**src/rtl/memory_sync.sv**
```systemverilog
`default_nettype none
// ============================================================================
// Module      : memory_sync
// Description : Single-clock synchronous RAM, DEPTH = 2^ADDR_W words of
//               DATA_W bits, with per-nibble write mask, configurable read
//               latency (1 or 2) and configurable same-address
//               read-during-write behaviour. After every reset the whole
//               array is cleared to zero, one word per cycle. Requests
//               issued while clearing are dropped.
// Ports       : clk_i       - clock, all state changes on rising edge
//               rst_i       - synchronous active-high reset
//               rd_req_i    - read request
//               rd_addr_i   - read address
//               wr_en_i     - write request
//               wr_addr_i   - write address
//               wr_data_i   - write data
//               wr_mask_i   - per-nibble write enable (bit i -> nibble i)
//               q_o         - registered read data
//               rd_valid_o  - one-cycle pulse, q_o holds a completed read
//               busy_o      - high during reset or memory clearing
// Revision    : 1.0 - initial release
// ============================================================================
module memory_sync #(
    parameter int DATA_W   = 20,
    parameter int ADDR_W   = 5,
    parameter int RD_LAT   = 1,
    parameter int WR_FIRST = 0
) (
    input  logic                clk_i,
    input  logic                rst_i,
    input  logic                rd_req_i,
    input  logic [ADDR_W-1:0]   rd_addr_i,
    input  logic                wr_en_i,
    input  logic [ADDR_W-1:0]   wr_addr_i,
    input  logic [DATA_W-1:0]   wr_data_i,
    input  logic [DATA_W/4-1:0] wr_mask_i,
    output logic [DATA_W-1:0]   q_o,
    output logic                rd_valid_o,
    output logic                busy_o
);

    localparam int              c_DEPTH     = 1 << ADDR_W;
    localparam int              c_NIB       = DATA_W / 4;
    localparam logic [ADDR_W-1:0] c_LAST_ADDR = ADDR_W'(c_DEPTH - 1);

    typedef enum logic [0:0] {
        S_INIT  = 1'b0,
        S_READY = 1'b1
    } state_t;

    state_t              state_q;
    logic [ADDR_W-1:0]   init_cnt_q;
    logic [DATA_W-1:0]   mem_q [c_DEPTH];

    logic [DATA_W-1:0]   q_q;
    logic                rd_valid_q;

    logic                ready;
    logic                rd_fire;
    logic                wr_fire;
    logic [DATA_W-1:0]   wr_old;
    logic [DATA_W-1:0]   wr_merged;
    logic [DATA_W-1:0]   rd_word;

    // ------------------------------------------------------------------
    // Init / ready FSM. Clearing walks init_cnt from 0 to DEPTH-1; the
    // edge that clears the last word also moves to READY.
    // ------------------------------------------------------------------
    always_ff @(posedge clk_i) begin
        if (rst_i) begin
            state_q    <= S_INIT;
            init_cnt_q <= '0;
        end else if (state_q == S_INIT) begin
            init_cnt_q <= init_cnt_q + 1'b1;
            if (init_cnt_q == c_LAST_ADDR) begin
                state_q <= S_READY;
            end
        end
    end

    // Reset is OR-ed in so busy rises in the same cycle reset is applied.
    assign busy_o  = (state_q == S_INIT) | rst_i;

    assign ready   = (state_q == S_READY) & ~rst_i;
    assign rd_fire = rd_req_i & ready;
    assign wr_fire = wr_en_i & ready;

    // ------------------------------------------------------------------
    // Masked merge: unmasked nibbles keep the currently stored value.
    // ------------------------------------------------------------------
    assign wr_old = mem_q[wr_addr_i];

    for (genvar i = 0; i < c_NIB; i++) begin : g_nibble
        assign wr_merged[4*i +: 4] = wr_mask_i[i] ? wr_data_i[4*i +: 4]
                                                  : wr_old[4*i +: 4];
    end

    // ------------------------------------------------------------------
    // Read word selection for a read and write landing on the same edge.
    // The array itself always holds the pre-write word at this point, so
    // only the write-first variant needs a bypass from the merge path.
    // ------------------------------------------------------------------
    if (WR_FIRST != 0) begin : g_new_data
        assign rd_word = (wr_fire && (wr_addr_i == rd_addr_i)) ? wr_merged
                                                               : mem_q[rd_addr_i];
    end else begin : g_old_data
        assign rd_word = mem_q[rd_addr_i];
    end

    // ------------------------------------------------------------------
    // Storage array. No write of any kind on a reset edge.
    // ------------------------------------------------------------------
    always_ff @(posedge clk_i) begin
        if (!rst_i) begin
            if (state_q == S_INIT) begin
                mem_q[init_cnt_q] <= '0;
            end else if (wr_fire) begin
                mem_q[wr_addr_i] <= wr_merged;
            end
        end
    end

    // ------------------------------------------------------------------
    // Read pipeline. q holds its value whenever no result is delivered.
    // ------------------------------------------------------------------
    if (RD_LAT == 2) begin : g_lat2
        logic [DATA_W-1:0] pipe_data_q;
        logic              pipe_vld_q;

        always_ff @(posedge clk_i) begin
            if (rst_i) begin
                pipe_vld_q  <= 1'b0;
                pipe_data_q <= '0;
                rd_valid_q  <= 1'b0;
                q_q         <= '0;
            end else begin
                pipe_vld_q <= rd_fire;
                if (rd_fire) begin
                    pipe_data_q <= rd_word;
                end
                rd_valid_q <= pipe_vld_q;
                if (pipe_vld_q) begin
                    q_q <= pipe_data_q;
                end
            end
        end
    end else begin : g_lat1
        always_ff @(posedge clk_i) begin
            if (rst_i) begin
                rd_valid_q <= 1'b0;
                q_q        <= '0;
            end else begin
                rd_valid_q <= rd_fire;
                if (rd_fire) begin
                    q_q <= rd_word;
                end
            end
        end
    end

    assign q_o        = q_q;
    assign rd_valid_o = rd_valid_q;

endmodule
`default_nettype wire

```
**config.mk**
```make
export PLATFORM = sky130hd
export DESIGN_NAME = memory_sync
export DESIGN_NICKNAME = d
export VERILOG_FILES = /design/src/rtl/memory_sync.sv
export SDC_FILE = /design/constraint.sdc
export NUM_CORES = 1
export LEC_CHECK = 0
export CELL_PAD_IN_SITES_DETAIL_PLACEMENT = 1
export CELL_PAD_IN_SITES_GLOBAL_PLACEMENT = 1
export CORE_AREA = 2 2 263 265
export CTS_CLUSTER_DIAMETER = 150
export CTS_CLUSTER_SIZE = 25
export DETAILED_ROUTE_END_ITERATION = 16
export DIE_AREA = 0 0 265 267
export GPL_ROUTABILITY_DRIVEN = 0
export PLACE_DENSITY = 0.7
export SLEW_MARGIN = 30
export SYNTH_ARGS = -nofsm -noshare
export SYNTH_HDL_FRONTEND = slang
export SYNTH_SLANG_ARGS = --single-unit
```
**constraint.sdc**
```tcl
create_clock -name clk_i -period 2.4 [get_ports clk_i]
set_input_delay 0.36 -clock clk_i [delete_from_list [all_inputs] [get_ports clk_i]]
set_output_delay 0.36 -clock clk_i [all_outputs]
set_load 0.01 [all_outputs]
```
== Word-level counts from Yosys, hierarchy flattened ==
Memories as Yosys holds them, arrays and structs flattened. A register that Yosys moved wholly into a read port is not among the register bits.
Cells that the tools add are included.

* Add/sub/neg operators: 1
* Reduce and logical (&&, ||, !) cells: 6
* Bitwise logic cells: 6
* Eq/ne operators: 6
* Multiplexer cells: 17

{| class="wikitable"
|+ Operator list
! kind !! count
|-
| 2-to-1 mux 20 bit || 1
|-
| 2-to-1 mux 4 bit || 5
|-
| OR reduction 20 bit || 1
|-
| 2-to-1 mux 5 bit || 2
|-
| AND reduction 2 bit || 5
|-
| 2-to-1 mux 1 bit || 9
|-
| adder 5 x 1 -> 5 bit, second input constant || 1
|-
| == test 5 bit, second input constant || 1
|-
| inequality test 1 bit, second input constant || 5
|-
| AND 1 bit || 3
|-
| NOT 1 bit || 2
|-
| OR 1 bit || 1
|}

* Register bits: 7
* Bits in writable memories: 640
* Memories: 1
* Logic and storage cells: 40
* Bits of input ports: 39
* Output and inout port bits: 22

{| class="wikitable"
|+ Memories
! memory !! depth !! width !! rd ports !! clocked after memory_dff !! wr ports !! RTL line !! RTL
|-
| mem_q || 32 || 20 || 1 || 1 || 1 || 53 || <nowiki>logic [DATA_W-1:0] mem_q [c_DEPTH];</nowiki>
|}

== Depth between registers and ports, before layout ==
* Word-level depth: 10
* Mapped depth: 10
* Gate-level depth less buffers: 5

== Least setup slack after synthesis ==
OpenSTA, ideal clock, no wires.

* Path kind: input-to-reg
* Start point: input port wr_mask_i[0]
* End point: memory mem_q[4][0], enable pin
* Setup slack: 0.193 ns
* Required time: 2.071 ns
* Library setup time: 0.329 ns
* Stages on the path: 6
* Data arrival time: 1.877 ns
* Buffers on the path: 1
* Cell sequence: or3_1 > o311a_1 > buf_2 > nor4_1 > a31oi_2 > nor2_1

* Longest elaborated chain between the ends: 4
* Elaborated cells on any way between the ends: 5
* Classes of those cells: eq/ne (1); mux (2); reduce/logical (2)

{| class="wikitable"
|+ Ends and longest elaborated chain
! item !! RTL line !! RTL
|-
| from (decl) || 36 || <nowiki>input logic [DATA_W/4-1:0] wr_mask_i,</nowiki>
|-
| inequality test 1 bit (no source line) * || - ||
|-
| AND reduction 2 bit (no source line) * || - ||
|-
| OR reduction 20 bit (no source line) || - ||
|-
| 2-to-1 mux 5 bit (no source line) || - ||
|-
| to (decl) || 53 ||
|}

Every way passes the cells marked *; elsewhere a longest branch is shown, timed or not.

== Worst setup path after layout ==
* Start point: input port wr_mask_i[2]
* End point: memory mem_q[12][11], enable pin

Same word-level chain as after synthesis.

==> results_tabular.tex <==
\begin{tabular}{lr}
\hline
Metric & Value \\
\hline
\multicolumn{2}{l}{\textbf{Timing}} \\
Slew Limit Headroom & 0.5362 \\
RSZ-0062 raised after global routing & yes \\
Min Tclk post-route & 2.394 ns \\
Count of final max-slew check failures & 0 \\
Final setup violation count & 0 \\
Worst-case setup margin in the final layout & 0.005592 ns \\
Final hold violation count & 0 \\
Final worst-path cycle share & 0.9977 \\
Worst slew pin tran & 0.6957 ns \\
Achievable clock frequency & 0.4176 GHz \\
Worst clock skew & 0.01535 ns \\
Hold\_ws & 0.3581 ns \\
\multicolumn{2}{l}{\textbf{Global routing}} \\
Met3 routing resource usage after global routing & 0.03284 \\
Most Crowded Layer GR & met2 \\
Wire length of the first global-routing pass & 109100 um \\
Maximum number of pins on one net before global-route repair & 41 \\
GR Layer Usage met2 & 0.3552 \\
Met1 layer usage reported by global route & 0.2828 \\
Total overflow reported by the global router & 0 \\
Via count of the first global-routing pass & 16160 \\
GRT Overall Usage & 0.2097 \\
Antenna violations before repair & 0 \\
\multicolumn{2}{l}{\textbf{Critical path}} \\
Worst-path maximum fanout & 14 \\
Critical path class & input port to register \\
Crit path launch & wr\_mask\_i[2] \\
Crit path arrival time & 2.68 ns \\
Critical path startpoint category & input port \\
Worst setup EP type & register \\
Required @ worst endpoint & 2.68 ns \\
Standard cell with the maximum stage delay on the critical path & sky130\_fd\_sc\_hd\_\_clkdlybuf4s50\_1 \\
Start of the worst register-to-register path & state\_q \\
Reg2reg path depth & 11 \\
Critical path cell sequence & clkdlybuf4s50\_1 > or3\_4 > o311a\_4 > buf\_12 > mux2\_4 > nand2\_1 > buf\_4 > nor2\_1 \\
Max stage delay on crit path & 0.44 ns \\
\multicolumn{2}{l}{\textbf{Routing}} \\
Detailed Routing Iterations Pass 1 & 5 \\
Total routed wirelength & 74330 um \\
Detailed-route wire length per cell & 27.14 um \\
Average vias per placed instance & 5.490 \\
Vias after detailed routing & 15040 \\
Number of remaining DRC errors & 0 \\
DRT antenna net count & 0 \\
Number of DRC markers after the initial detailed-route iteration & 1473 \\
\multicolumn{2}{l}{\textbf{Synth}} \\
Number of enable flip-flop cells after synthesis & 640 \\
Avg Inst Size Synth & 17.46 um\^{}2 \\
Area of the mapped netlist & 0.02692 mm\^{}2 \\
Async set-reset flop share out of synthesis & 0 \\
Most used flip-flop cell after synthesis & sky130\_fd\_sc\_hd\_\_edfxtp\_1 \\
Share of Yosys cell area claimed by the top area cell type & 0.7140 \\
Proportion of synthesized chip area in sequential cells & 0.7341 \\
Distinct cell type count of the synthesized netlist & 42 \\
Total of warnings raised by yosys & 0 \\
Instance count of the mapped netlist & 1542 \\
Leading area contributor after synthesis & sky130\_fd\_sc\_hd\_\_edfxtp\_1 \\
Post-synthesis net count & 1583 \\
\#FFs+latches synth & 667 \\
Most area-consuming cells after synthesis & sky130\_fd\_sc\_hd\_\_edfxtp\_1 (71\%), sky130\_fd\_sc\_hd\_\_mux4\_2 (6.7\%), sky130\_fd\_sc\_hd\_\_mux2i\_1 (6.6\%) \\
\multicolumn{2}{l}{\textbf{Layout}} \\
Share of cells above drive strength 1 & 0.2802 \\
Layout Nets & 1873 \\
Count of filler cells inserted in the layout & 6467 \\
Area added between synthesis and finish & 18.95\% \\
\multicolumn{2}{l}{\textbf{Clocking}} \\
Library cell used as clock root buffer & sky130\_fd\_sc\_hd\_\_clkbuf\_16 \\
Number of sinks handled by clock tree synthesis & 667 \\
CTS tree & done \\
Clk buf depth & 3 \\
Cts bufs inserted & 30 \\
Latest clock arrival within the worst-skew pair & 0.62 ns \\
Clock Pin Slew Worst Setup and Hold Paths & 0.10 ns \\
Max H-tree Level & 1 \\
\multicolumn{2}{l}{\textbf{Die}} \\
Die H & 267 um \\
\# IOs & 61 \\
Initial Utilization & 0.3959 \\
Count of standard-cell rows & 96 \\
Area of the core & 0.06799 mm\^{}2 \\
Die width & 265 um \\
Total die area & 0.07076 mm\^{}2 \\
\multicolumn{2}{l}{\textbf{Placement}} \\
Quantity of I/O buffers inserted on ports & 60 \\
HPWL after detailed placement & 51260 um \\
Pre-CTS setup slack & -0.9136 ns \\
\multicolumn{2}{l}{\textbf{Min path}} \\
Worst min-delay path class & input port to register \\
Hold wc startpoint & rst\_i \\
Number of instances on the worst hold path & 3 \\
\multicolumn{2}{l}{\textbf{Status}} \\
Status & complete, no violations \\
\multicolumn{2}{l}{\textbf{Flow run}} \\
Max-Cap Viols & 0 \\
\multicolumn{2}{l}{\textbf{Power and ir drop}} \\
IR drop worst, VDD & 524.9 uV \\
Cell Pwr Density & 621.3 mW/mm\^{}2 \\
Leakage power figure & 10.40 nW \\
\hline
\end{tabular}
[logic make-up (layout without fill, tap and decap cells)]
group                      Yosys count  in the layout  share of synthesized area
muxes                              281            281                     0.1439
and+or+nand+nor                    342            342                    0.05467
other                                0              1                          0
DFF                                667            667                     0.7341
AOI/OAI and AO/OA                  158            158                    0.04620
xor gates and xnor gates             3              3                  0.0009763
adders and majority gates            2              2                  0.0009295
buffers and inverters               89            403                    0.01924
[where the power goes]
group	switching, mW	internal, mW
Sequential	0.0310	12.6
Combinational	0.770	0.556
Clock	3.45	2.46
Total	4.25	15.6
[per-stage QoR]
stage	setup TNS, ns	cells	cell area, um^2	util	power (mW)
after floorplan	0	1542	26920	-	13.59
after global placement	-602.05	2677	30730	0.4520	14.16
after detailed placement	-643.89	2677	30750	0.4522	14.19
after CTS	-0.02279	2737	31950	0.4699	19.96
after global routing	-0.6484	2738	32020	0.4709	20.40
final	0	2739	32020	0.4710	19.89
[repair_timing]
action	4_1_cts	5_1_grt
cloned	0	0
hold buffers	0	0
pin swaps	2	1
endpoints found under the hold margin	0	0
resized for setup	76	20
endpoints found under the setup margin	474	449
buffers inserted	4	1
[cells in the mapped netlist, types with 2 or more instances]
master and count:
sky130_fd_sc_hd__a211oi_1 5, sky130_fd_sc_hd__a21oi_1 36, sky130_fd_sc_hd__a221oi_1 20, sky130_fd_sc_hd__a22o_1 20, sky130_fd_sc_hd__a22oi_1 55, sky130_fd_sc_hd__a31oi_2 15
sky130_fd_sc_hd__and2_1 22, sky130_fd_sc_hd__buf_1 8, sky130_fd_sc_hd__buf_2 9, sky130_fd_sc_hd__buf_4 9, sky130_fd_sc_hd__buf_6 15, sky130_fd_sc_hd__buf_8 2
sky130_fd_sc_hd__clkbuf_1 43, sky130_fd_sc_hd__dfxtp_1 27, sky130_fd_sc_hd__edfxtp_1 640, sky130_fd_sc_hd__ha_1 2, sky130_fd_sc_hd__inv_1 2, sky130_fd_sc_hd__mux2_2 20
sky130_fd_sc_hd__mux2_4 2, sky130_fd_sc_hd__mux2i_1 177, sky130_fd_sc_hd__mux2i_4 2, sky130_fd_sc_hd__mux4_2 80, sky130_fd_sc_hd__nand2_1 79, sky130_fd_sc_hd__nand2b_1 5
sky130_fd_sc_hd__nand3_1 30, sky130_fd_sc_hd__nor2_1 172, sky130_fd_sc_hd__nor2b_1 13, sky130_fd_sc_hd__nor3_1 8, sky130_fd_sc_hd__nor4_1 6, sky130_fd_sc_hd__o41ai_1 5
sky130_fd_sc_hd__xnor2_1 2
[metal layers]
| metal | vias to the layer above | share of wire |
|---|---|---|
| li1 | 6631 | - |
| met1 | 7860 | 0.42 |
| met2 | 450 | 0.49 |
| met3 | 97 | 0.059 |
| met4 | 0 | 0.027 |
| met5 | - | 0 |
[worst max-delay path, delay by kind of cell]
family | cells | cell delay [ns]
and+or+nand+nor | 3 | 0.89
buffers and inverters | 3 | 0.80
AOI/OAI and AO/OA | 1 | 0.32
muxes | 1 | 0.28
[cell type report]
type	instances	area [um^2]	share of cell area
inverters	2	7.507	0.0002345
multi-input cells	786	6979	0.2180
repair buffers	345	3291	0.1028
clock inverters	1	8.758	0.0002735
well taps	882	1104	0.03447
diodes	1	2.502	0.00007816
clock buffers	55	865.8	0.02704
flip-flops and latches	667	19760	0.6172
[state kept, by name, indices dropped and copies added, names as in the netlist]
| name | count |
|---|---|
| init_cnt_q | 5 |
| mem_q | 640 |
| q_o | 20 |
| rd_valid_o | 1 |
| state_q | 1 |
[path summary, 6_finish.rpt]
kind | endpoint | slack, ns
hold / removal | init_cnt_q[1] | 0.36
hold reg to reg | q_o[14] | 0.53
setup reg to reg | mem_q[2][6] | 0.05
setup / recovery | mem_q[12][11] | 0.006
[layout by cell type, fill, tap and decap left out, types with 6 or more instances in the layout]
master                              n
sky130_fd_sc_hd__a22o_1            20
sky130_fd_sc_hd__a31oi_4            6
sky130_fd_sc_hd__dfxtp_1           26
sky130_fd_sc_hd__a221oi_1          20
sky130_fd_sc_hd__mux2_2            20
sky130_fd_sc_hd__buf_6              8
sky130_fd_sc_hd__clkbuf_16         31
sky130_fd_sc_hd__a21oi_1           35
sky130_fd_sc_hd__buf_12            41
sky130_fd_sc_hd__a22oi_1           55
sky130_fd_sc_hd__mux2i_1          177
sky130_fd_sc_hd__buf_4            236
sky130_fd_sc_hd__nor2_2            51
sky130_fd_sc_hd__nand3_1           30
sky130_fd_sc_hd__mux4_2            80
sky130_fd_sc_hd__and2_1            22
sky130_fd_sc_hd__clkbuf_1          24
sky130_fd_sc_hd__nand2_1           75
sky130_fd_sc_hd__nor2_1           118
sky130_fd_sc_hd__clkdlybuf4s50_1   53
sky130_fd_sc_hd__nor2b_1           11
sky130_fd_sc_hd__edfxtp_1         640
sky130_fd_sc_hd__a31oi_2           10
Note: power is estimated with default switching activity, not from simulation.
